`src/rtl/display_pkg.sv`:
```
`default_nettype none
// ============================================================================
// Module   : display_pkg
// Purpose  : Shared constants for the 3-digit 7-segment scan controller.
//            Provides the segment glyphs, the one-hot digit enables and the
//            scan FSM state type.
// Contents : SEG_0..SEG_F, SEG_OFF  - glyphs as {g,f,e,d,c,b,a}, active high
//            DIG2, DIG1, DIG0       - one-hot anode enables
//            scan_state_t           - {BLANK, DRIVE}
// Revision : 1.0 - initial release
// ============================================================================
package display_pkg;

    // Glyphs as {g,f,e,d,c,b,a}, active high
    localparam logic [6:0] SEG_0   = 7'h3F;
    localparam logic [6:0] SEG_1   = 7'h06;
    localparam logic [6:0] SEG_2   = 7'h5B;
    localparam logic [6:0] SEG_3   = 7'h4F;
    localparam logic [6:0] SEG_4   = 7'h66;
    localparam logic [6:0] SEG_5   = 7'h6D;
    localparam logic [6:0] SEG_6   = 7'h7D;
    localparam logic [6:0] SEG_7   = 7'h07;
    localparam logic [6:0] SEG_8   = 7'h7F;
    localparam logic [6:0] SEG_9   = 7'h6F;
    localparam logic [6:0] SEG_A   = 7'h77;
    localparam logic [6:0] SEG_B   = 7'h7C;
    localparam logic [6:0] SEG_C   = 7'h39;
    localparam logic [6:0] SEG_D   = 7'h5E;
    localparam logic [6:0] SEG_E   = 7'h79;
    localparam logic [6:0] SEG_F   = 7'h71;
    localparam logic [6:0] SEG_OFF = 7'h00;

    // One-hot digit enables, digit 2 is the leftmost
    localparam logic [2:0] DIG2 = 3'b100;
    localparam logic [2:0] DIG1 = 3'b010;
    localparam logic [2:0] DIG0 = 3'b001;

    typedef enum logic [0:0] {
        BLANK = 1'b0,
        DRIVE = 1'b1
    } scan_state_t;

endpackage : display_pkg
`default_nettype wire

```
`src/rtl/seg7_decoder.sv`:
```
`default_nettype none
// ============================================================================
// Module   : seg7_decoder
// Purpose  : Combinational hex nibble to 7-segment glyph decoder.
//            0-9 use the usual glyphs, A-F render as A, b, C, d, E, F.
// Ports    : i_nib [3:0]  - nibble to display
//            o_seg [6:0]  - segments {g,f,e,d,c,b,a}, active high
// Revision : 1.0 - initial release
// ============================================================================
module seg7_decoder
    import display_pkg::*;
(
    input  logic [3:0] i_nib,
    output logic [6:0] o_seg
);

    always_comb begin
        o_seg = SEG_OFF;
        case (i_nib)
            4'h0:    o_seg = SEG_0;
            4'h1:    o_seg = SEG_1;
            4'h2:    o_seg = SEG_2;
            4'h3:    o_seg = SEG_3;
            4'h4:    o_seg = SEG_4;
            4'h5:    o_seg = SEG_5;
            4'h6:    o_seg = SEG_6;
            4'h7:    o_seg = SEG_7;
            4'h8:    o_seg = SEG_8;
            4'h9:    o_seg = SEG_9;
            4'hA:    o_seg = SEG_A;
            4'hB:    o_seg = SEG_B;
            4'hC:    o_seg = SEG_C;
            4'hD:    o_seg = SEG_D;
            4'hE:    o_seg = SEG_E;
            default: o_seg = SEG_F;
        endcase
    end

endmodule : seg7_decoder
`default_nettype wire

```
`src/rtl/display_scan_ctrl.sv`:
```
`default_nettype none
// ============================================================================
// Module   : display_scan_ctrl
// Purpose  : Time-multiplexed scan controller for three 7-segment digits.
//            A 12-bit value is written through a valid/ready port into a
//            shadow register and committed to the display register only at
//            the end of a frame, so a frame never shows a mix of values.
//            Each digit slot opens with a blanking gap (all anodes off) to
//            suppress ghosting; leading zeros can optionally be blanked.
// Ports    : clk            - system clock
//            rst            - synchronous active-high reset
//            wr_valid       - new display value offered
//            wr_data [11:0] - {digit2, digit1, digit0} nibbles
//            wr_ready       - shadow register empty
//            blank_lz       - 1 = suppress leading zeros (sampled per slot)
//            an [2:0]       - one-hot anode enables, an[2] = digit 2
//            seg [6:0]      - segments {g,f,e,d,c,b,a}, active high
//            frame_done     - pulse on the last cycle of the digit-0 slot
// Revision : 1.0 - initial release
// ============================================================================
module display_scan_ctrl
    import display_pkg::*;
#(
    parameter int CLK_HZ    = 27_000_000,
    parameter int SCAN_HZ   = 500,
    parameter int BLANK_CYC = 270
) (
    input  logic        clk,
    input  logic        rst,
    input  logic        wr_valid,
    input  logic [11:0] wr_data,
    output logic        wr_ready,
    input  logic        blank_lz,
    output logic [2:0]  an,
    output logic [6:0]  seg,
    output logic        frame_done
);

    localparam int SLOT_CYC = CLK_HZ / (2 * SCAN_HZ);
    localparam int CNT_W    = (SLOT_CYC > 1) ? $clog2(SLOT_CYC) : 1;

    localparam logic [CNT_W-1:0] CNT_LAST  = CNT_W'(SLOT_CYC - 1);
    localparam logic [CNT_W-1:0] CNT_BLANK = CNT_W'(BLANK_CYC);

    generate
        if (BLANK_CYC < 1 || BLANK_CYC >= SLOT_CYC) begin : g_bad_blank_cyc
            $fatal(1, "display_scan_ctrl: BLANK_CYC must satisfy 1 <= BLANK_CYC < SLOT_CYC");
        end
    endgenerate

    // ------------------------------------------------------------------
    // Scan state
    // ------------------------------------------------------------------
    scan_state_t      r_state;
    scan_state_t      w_state_next;
    logic [CNT_W-1:0] r_cnt;
    logic [CNT_W-1:0] w_cnt_next;
    logic [2:0]       r_digit;
    logic [2:0]       w_digit_next;
    logic             w_wrap;
    logic             w_frame_end;

    // Shadow / display registers
    logic [11:0] r_shadow;
    logic        r_shadow_full;
    logic [11:0] r_disp;
    logic [11:0] w_disp_next;
    logic        w_accept;
    logic        w_commit;
    logic        w_full_next;
    logic        r_wr_ready;

    // Output registers and their next values
    logic [2:0] r_an;
    logic [6:0] r_seg;
    logic       r_frame_done;
    logic       r_seg_init;
    logic [2:0] w_an_next;
    logic [6:0] w_seg_next;
    logic       w_fd_next;
    logic       w_seg_load;
    logic [3:0] w_nib;
    logic [6:0] w_dec_seg;
    logic       w_lead_zero;

    // ------------------------------------------------------------------
    // FSM: state register
    // ------------------------------------------------------------------
    always_ff @(posedge clk) begin
        if (rst) begin
            r_state <= BLANK;
            r_cnt   <= '0;
            r_digit <= DIG2;
        end else begin
            r_state <= w_state_next;
            r_cnt   <= w_cnt_next;
            r_digit <= w_digit_next;
        end
    end

    // ------------------------------------------------------------------
    // FSM: next-state logic
    // ------------------------------------------------------------------
    always_comb begin
        w_wrap       = (r_cnt == CNT_LAST);
        w_frame_end  = w_wrap && (r_digit == DIG0);
        w_cnt_next   = w_wrap ? '0 : r_cnt + 1'b1;
        // Rotate right: digit 2 -> 1 -> 0 -> 2
        w_digit_next = w_wrap ? {r_digit[0], r_digit[2:1]} : r_digit;
        w_state_next = r_state;
        case (r_state)
            BLANK:   if (w_cnt_next == CNT_BLANK) w_state_next = DRIVE;
            DRIVE:   if (w_wrap)                  w_state_next = BLANK;
            default: w_state_next = BLANK;
        endcase
    end

    // ------------------------------------------------------------------
    // FSM: output logic. Outputs are registered, so they are derived from
    // the next state to stay aligned with the counter value they describe.
    // ------------------------------------------------------------------
    always_comb begin
        w_an_next = (w_state_next == DRIVE) ? w_digit_next : 3'b000;
        w_fd_next = (w_cnt_next == CNT_LAST) && (w_digit_next == DIG0);
    end

    // ------------------------------------------------------------------
    // Write handshake and frame-boundary commit
    // ------------------------------------------------------------------
    always_comb begin
        w_accept    = wr_valid & r_wr_ready;
        w_commit    = w_frame_end & r_shadow_full;
        // A write landing on the commit edge refills the shadow afterwards
        w_full_next = w_accept | (r_shadow_full & ~w_commit);
        w_disp_next = w_commit ? r_shadow : r_disp;
    end

    always_ff @(posedge clk) begin
        if (rst) begin
            r_shadow      <= '0;
            r_shadow_full <= 1'b0;
            r_disp        <= '0;
            r_wr_ready    <= 1'b0;
        end else begin
            if (w_accept) begin
                r_shadow <= wr_data;
            end
            r_shadow_full <= w_full_next;
            r_disp        <= w_disp_next;
            r_wr_ready    <= ~w_full_next;
        end
    end

    // ------------------------------------------------------------------
    // Segment pattern for the slot about to start. The pattern is loaded
    // on the slot-start edge (and once after reset for the first slot) so
    // seg is already settled through the blanking gap.
    // ------------------------------------------------------------------
    always_comb begin
        w_seg_load = w_wrap | r_seg_init;
        case (w_digit_next)
            DIG2:    w_nib = w_disp_next[11:8];
            DIG1:    w_nib = w_disp_next[7:4];
            default: w_nib = w_disp_next[3:0];
        endcase
        w_lead_zero = blank_lz &&
                      (((w_digit_next == DIG2) && (w_disp_next[11:8] == 4'h0)) ||
                       ((w_digit_next == DIG1) && (w_disp_next[11:4] == 8'h00)));
        w_seg_next = r_seg;
        if (w_seg_load) begin
            w_seg_next = w_lead_zero ? SEG_OFF : w_dec_seg;
        end
    end

    seg7_decoder u_seg7_decoder (
        .i_nib (w_nib),
        .o_seg (w_dec_seg)
    );

    always_ff @(posedge clk) begin
        if (rst) begin
            r_an         <= 3'b000;
            r_seg        <= SEG_OFF;
            r_frame_done <= 1'b0;
            r_seg_init   <= 1'b1;
        end else begin
            r_an         <= w_an_next;
            r_seg        <= w_seg_next;
            r_frame_done <= w_fd_next;
            r_seg_init   <= 1'b0;
        end
    end

    assign wr_ready   = r_wr_ready;
    assign an         = r_an;
    assign seg        = r_seg;
    assign frame_done = r_frame_done;

endmodule : display_scan_ctrl
`default_nettype wire

```
`config.mk`:
```
export PLATFORM = sky130hd
export DESIGN_NAME = display_scan_ctrl
export DESIGN_NICKNAME = d
export VERILOG_FILES = /design/src/rtl/display_pkg.sv /design/src/rtl/seg7_decoder.sv /design/src/rtl/display_scan_ctrl.sv
export SDC_FILE = /design/constraint.sdc
export NUM_CORES = 1
export LEC_CHECK = 0
export BUFFER_PORTS_ARGS = -buffer_cell sky130_fd_sc_hd__buf_2
export CAP_MARGIN = 0
export CORE_MARGIN = 2
export CORE_UTILIZATION = 63
export DETAILED_ROUTE_END_ITERATION = 8
export PLACE_DENSITY = 0.95
export SYNTH_ARGS = -nofsm -noshare
export SYNTH_HDL_FRONTEND = slang
export SYNTH_SLANG_ARGS = --single-unit
```
`constraint.sdc`:
```
create_clock -name clk -period 5.43 [get_ports clk]
set_clock_uncertainty 0.1 [all_clocks]
set_input_delay 0.8145 -clock clk [delete_from_list [all_inputs] [get_ports clk]]
set_output_delay 0.8145 -clock clk [all_outputs]
set_load 0.05 [all_outputs]
```
==> results of run 1 <==
[cells by family (layout without fill, tap and decap cells)]
group           after synthesis  after routing
fa+ha+maj                     9              9
mux                          18             18
flops                        57             57
simple gates                146            146
xor+xnor                     17             17
compound gates               51             51
buf+inv                      26             51
[Yosys cell counts (2+ instances only)]
master and n:
o21ai_0 6, xnor2_1 10, a22oi_1 2, nor3_1 7, a21o_1 4, nor2_1 42, buf_6 4, and2_1 3
nand4_1 7, a22o_1 2, nand3_1 6, and3b_1 2, inv_1 8, a21oi_1 20, mux2i_1 15, dfxtp_1 57
nand2b_1 5, nand2_1 45, and3_1 2, buf_2 3, nor2b_1 2, o31ai_1 2, o221a_4 2, xor2_1 7
nor3b_1 2, nor4_1 4, mux2i_4 2, buf_4 2, or4_1 4, ha_1 9, o22ai_1 2, clkbuf_1 8
[worst paths after layout]
kind | to | slack [ps] | from
max | seg[0] | 2070 | r_cnt[1]
min | seg[5] | 340 | seg[5]
max reg2reg | seg[0] | 2070 | r_cnt[1]
min reg2reg | seg[5] | 340 | seg[5]
[routing by layer]
layer  track usage (%)  routed length [µm]  part of all wire (%)  vias to the layer above
met4              16.6                 230                   3.7                        0
met5                 0                   0                     0                        -
met3              6.33                 404                   6.5                       24
met1              33.5                2600                    42                     1115
li1                  -                   -                     -                     1172
met2              41.8                3010                    48                      106
[flip-flops by register name (all words and copies together), names as in the netlist]
register and cells:
r_state 1, wr_ready 1, r_cnt 15, r_seg_init 1, an 3, frame_done 1, r_digit 3, r_shadow 12
seg 7, r_shadow_full 1, r_disp 12
[stage by stage]
stage / power (µW) / util (%) / setup WS (ps) / hold WS [ps] / instance area, µm²
6_report: 979 / 72.9 / 2070 / 339 / 3200
5_1_grt: 1010 / 72.9 / 1810 / 379 / 3200
4_1_cts: 982 / 72.9 / 2090 / 342 / 3200
3_5_place_dp: 499 / 67.4 / 2130 / 333 / 2950
3_3_place_gp: 496 / 67.4 / 2330 / 322 / 2950
2_1_floorplan: 483 / - / 2530 / 336 / 2880
[cell type report]
type	count	area, µm²	area share (%)
Tap cell	52	65.1	2.03
Clock buffer	11	141	4.42
Timing Repair Buffer	27	135	4.23
Sequential cell	57	1140	35.7
Clock inverter	5	103	3.21
Inverter	8	30.0	0.939
Multi-Input combinational cell	241	1580	49.5
[report_power, final]
group	switching, µW	internal [µW]
logic	35.9	17.9
clock network	171	316
registers	8.86	429
total	216	763
[worst min-delay path, cell delays in order, from the launching register on]
cell	delay [ps]
dfxtp_1	310
nand2_1	50
nand2_1	40
==> flow_summary_export.csv, run 1 <==
group,metric,value,unit
global_routing,grtUsageTotal,26.8,%
clock_network,cts_made_buffers,9,
worst_hold_path,hold_class,"flip-flop to flip-flop",
global_routing,grt_first_pass_wirelength,10600,µm
route,antenna_left,0,
worst_setup_path,cp_slowest_cell,"dfxtp_1",
timing,slew_violations,0,
worst_setup_path,cp-start-kind,"flip-flop",
synthesis,synth_cell_types,60,
worst_setup_path,cp.depth,12,
synthesis,postSynthCellCount,324,
timing,period_minus_slack,3360,ps
synthesis,synthAdderAreaFrac,3.91,%
worst_hold_path,min_path_cells,2,
clock_network,clkTransAtPathRegs,70,ps
power_and_ir_drop,p_leak,0.00138,µW
timing,fin_crit_sh,61.9,%
synthesis,seq_area_frac_synth,39.6,%
worst_setup_path,worstPathCellList,"ha_1, and4bb_1, and4_4, nand2_8, mux2i_1, o22ai_1, nor2_1, inv_1, ha_1, and3b_1, a221o_1, a21oi_1",
route,firstDrtPassIters,4,
synthesis,syn_area,2880,µm²
worst_setup_path,cp_slowest_stage_delay,430,ps
synthesis,avgSynthCellArea,8.89,µm²
final_layout,fillCellCount,287,
worst_setup_path,cp.arrival,3540,ps
final_layout,fin_nets,369,
timing,rsz0062_at_grt,"false",
floorplan,fp.dieH,71.6,µm
floorplan,fp-row-count,24,
synthesis,synthSimpleGateAreaFrac,26.3,%
final_layout,antenna_cells,0,
synthesis,yosysWarnings,0,
global_routing,grt_max_degree,45,
final_layout,final_common_cell,"dfxtp_1",
final_layout,layout-drive-gt1-share,15.8,%
timing,finalHoldViolCount,0,
worst_setup_path,cp_num_buf_inv,1,
job,cap_violations,0,
route,wl,6240,µm
timing,tightest_slew,763,ps
clock_network,post_cts_buffers,0,
run_status,status,"completed",
final_layout,mostFrequentLayoutCells,"dfxtp_1 (57), nand2_1 (45), nor2_1 (42)",
synthesis,yosys.area.top_type,"dfxtp_1",
synthesis,async_flop_share,0,%
power_and_ir_drop,vdd_drop_max,344,µV
placement,port-buffer-count,27,
worst_setup_path,crit_type,"flip-flop to flip-flop",
synthesis,muxShareOfSynthArea,7.26,%
timing,setup_violations,0,
worst_setup_path,cpMostUsedCell,"ha_1",
final_layout,stdcell_count,401,
floorplan,core,4380,µm²
global_routing,grt_pass1_vias,2279,
worst_setup_path,path_max_fanout,14,
clock_network,insertion_delay,340,ps
clock_network,ctsResizeCount,0,
route,drcViolationCount,0,
synthesis,synth_top_cell_area_share,39.6,%
global_routing,antenna_found_initial,0,
route,vias,2417,
timing,slew_headroom,49.1,%
clock_network,htree_levels,3,
route,post_drt_wl_per_cell,15.6,µm
synthesis,ys_seq_elements,57,
route,drt_iter0_markers,200,
route,viasPerCell,6.03,
placement,routabilityCongestion,0.849,
floorplan,die_width,71.6,µm
synthesis,synth_compound_gate_area_share,12.3,%
synthesis,synth_ff_type,"dfxtp_1",
clock_network,cts_hold_buf,0,
synthesis,mappedNetlistNets,349,
power_and_ir_drop,power_density,306,nW/µm²
synthesis,synth_enable_flop_cells,0,
timing,fmax,0.297,GHz
worst_setup_path,crit_required,5610,ps
worst_setup_path,rr_worst_depth,12,
floorplan,die_area,5130,µm²
clock_network,clockBufferDepth,2,
placement,placed_cells,385,
clock_network,cts_root_buf,"clkbuf_8",
timing,tns,0,ps
clock_network,clkSinkCount,57,
final_layout,area_growth,11.1,%
worst_setup_path,endpoint_kind,"flip-flop",
synthesis,synth_xor_xnor_area_share,5.17,%
clock_network,cts_tree,"yes",
global_routing,grt.overflow.total,0,
floorplan,start_util,65.7,%
worst_setup_path,crit_family,"simple AND/OR/NAND/NOR gates",
floorplan,pin_count,28,
synthesis,synth_top_family_by_area,"simple AND/OR/NAND/NOR gates",
synthesis,synth.area.top_cells,"dfxtp_1 (40%), nand2_1 (5.9%), nor2_1 (5.5%)",
placement,hpwl,4330,µm
Power figures use the tool's default switching activity.
==> run 2, diff against run 1 <==
--- a/config.mk
+++ b/config.mk
@@ -8,9 +8,9 @@
 export BUFFER_PORTS_ARGS = -buffer_cell sky130_fd_sc_hd__buf_2
 export CAP_MARGIN = 0
 export CORE_MARGIN = 2
-export CORE_UTILIZATION = 63
+export CORE_UTILIZATION = 53
 export DETAILED_ROUTE_END_ITERATION = 8
-export PLACE_DENSITY = 0.95
+export PLACE_DENSITY = 0.86
 export SYNTH_ARGS = -nofsm -noshare
 export SYNTH_HDL_FRONTEND = slang
 export SYNTH_SLANG_ARGS = --single-unit
==> constraint.sdc (replaced) <==
create_clock -name clk -period 2.77 [get_ports clk]
set_clock_uncertainty 0.1 [all_clocks]
set_input_delay 0.4155 -clock clk [delete_from_list [all_inputs] [get_ports clk]]
set_output_delay 0.4155 -clock clk [all_outputs]
set_load 0.05 [all_outputs]
==> flow_summary_export.csv, run 2 (synthesis gave the netlist of run 1 again) <==
group,metric,value,unit
placement,routabilityCongestion,0.895,
clock_network,htree_levels,3,
worst_setup_path,path_max_fanout,5,
timing,slew_violations,0,
worst_setup_path,crit_required,2900,ps
clock_network,cts_hold_buf,0,
job,cap_violations,0,
power_and_ir_drop,p_sw_share,22.0,%
global_routing,grt_pass1_vias,2252,
worst_setup_path,cp_slowest_stage_delay,370,ps
floorplan,fp-row-count,26,
global_routing,grt_max_degree,35,
global_routing,grtUsageTotal,21.7,%
route,firstDrtPassIters,5,
worst_setup_path,rr_startpoint,"r_cnt[1]",
power_and_ir_drop,internal_power,1500,µW
final_layout,fin_nets,395,
timing,fmax,0.357,GHz
clock_network,clockBufferDepth,2,
timing,finalHoldViolCount,0,
floorplan,die_width,77.7,µm
worst_setup_path,endpoint_kind,"flip-flop",
worst_setup_path,r2r_slack,-30,ps
floorplan,die_area,6040,µm²
final_layout,area_growth,22.3,%
final_layout,final_common_cell,"dfxtp_1",
clock_network,cts_tree,"yes",
power_and_ir_drop,p_leak,0.00148,µW
worst_hold_path,hold_class,"input pin to flip-flop",
timing,tightest_slew,585,ps
final_layout,largestRegisters,"r_cnt x15, r_disp x12, r_shadow x12",
worst_setup_path,cp-start-kind,"flip-flop",
clock_network,cts_made_buffers,9,
final_layout,top_register,"r_cnt",
timing,slew_headroom,61.0,%
final_layout,fillCellCount,365,
worst_setup_path,startpoint,"r_cnt[1]",
timing,fin_crit_sh,101,%
worst_setup_path,crit_type,"flip-flop to flip-flop",
route,drcViolationCount,0,
timing,tns,-68.0,ps
worst_setup_path,worstPathCellList,"ha_4, and4bb_1, and4_4, mux2i_4, nand2_4, o22ai_4, nor2_4, ha_1, a221oi_1, a211oi_1",
power_and_ir_drop,p_clk_share,49.3,%
clock_network,clkSinkCount,57,
floorplan,fp.dieH,77.7,µm
route,antenna_left,0,
final_layout,mostFrequentLayoutCells,"dfxtp_1 (55), nand2_1 (45), nor2_1 (41)",
run_status,violations,"setup timing",
route,vias,2493,
floorplan,core,5170,µm²
power_and_ir_drop,pwr-share-seq,44.6,%
timing,period_minus_slack,2800,ps
placement,hpwl,4290,µm
final_layout,antenna_cells,0,
worst_setup_path,cp_slowest_cell,"mux2i_4",
worst_setup_path,cp.arrival,2930,ps
clock_network,insertion_delay,340,ps
timing,layout_setup_ws,-33.4,ps
clock_network,clkTransAtPathRegs,70,ps
power_and_ir_drop,power.share.combinational,6.1,%
route,wl,6770,µm
route,post_drt_wl_per_cell,15.2,µm
global_routing,grt_first_pass_wirelength,10300,µm
power_and_ir_drop,power_density,546,nW/µm²
clock_network,cts_root_buf,"clkbuf_8",
power_and_ir_drop,power.switching,422,µW
run_status,status,"finished with violations",
floorplan,start_util,55.7,%
worst_hold_path,worstHoldStart,"wr_data[3]",
floorplan,pin_count,28,
global_routing,grt.overflow.total,0,
timing,rsz0062_at_grt,"true",
global_routing,antenna_found_initial,0,
timing,setup_violations,4,
power_and_ir_drop,p_total,1920,µW
final_layout,largest_register_ffs,15,
route,drt_iter0_markers,187,
power_and_ir_drop,vdd_drop_max,441,µV
placement,port-buffer-count,27,
final_layout,layout-drive-gt1-share,25.6,%
route,viasPerCell,5.60,
[run 2: path summary, 6_finish.rpt]
path,endpoint,cells past startpoint
worst min-delay path,r_shadow[3],3
worst max-delay path,seg[1],10
worst max register to register,seg[1],10
worst min register to register,seg[5],2
[run 2: through the flow]
stage / worst slack, ps / utilization [%] / cell area (µm²) / std cells / hold slack, ps
floorplan: 13.0 / - / 2900 / 324 / 336
global placement: 77.3 / 60.9 / 3150 / 424 / 322
detailed placement: -74.3 / 60.9 / 3150 / 424 / 324
CTS: 2.07 / 66.1 / 3420 / 441 / 203
global route: -131 / 68.1 / 3520 / 445 / 208
finish: -33.4 / 68.1 / 3520 / 445 / 210
[run 2: repair_timing]
item / CTS / global route
gates resized for setup: 4 / 13
endpoints found under the setup margin: 2 / 7
endpoints found under the hold margin: 0 / 0
pin swaps: 1 / 5
buffers inserted: 1 / 4
gates cloned: 0 / 0
[run 2: metal layers]
layer | vias to the layer above | GRT usage, % | wire, µm
li1 | 1216 | - | -
met1 | 1171 | 28.1 | 2920
met2 | 88 | 34.1 | 3290
met3 | 18 | 5.23 | 368
met4 | 0 | 10.0 | 192
met5 | - | 0 | 0
[run 2: worst max-delay path, delay by kind of cell, from the launching register on]
| family | cells | cell delay (ps) |
|---|---|---|
| compound gates | 3 | 650 |
| fa+ha+maj | 2 | 470 |
| flops | 1 | 350 |
| mux | 1 | 370 |
| simple gates | 4 | 740 |
[run 2: final cells by class]
| class | count | area, µm² | area share (%) |
|---|---|---|---|
| Sequential cell | 57 | 1140 | 32.5 |
| Clock buffer | 10 | 138 | 3.91 |
| Inverter | 8 | 30.0 | 0.853 |
| Tap cell | 70 | 87.6 | 2.49 |
| Multi-Input combinational cell | 241 | 1690 | 47.9 |
| Clock inverter | 6 | 105 | 2.99 |
| Timing Repair Buffer | 53 | 330 | 9.38 |
[run 2: power by group through the flow]
stage                     clock network (µW)  logic [µW]  registers (µW)
after detailed placement                   0         114             873
after global routing                     993         128             859
after CTS                                956         115             855
after floorplan                            0        54.7             894
after global placement                     0         111             872
final                                    947         117             857
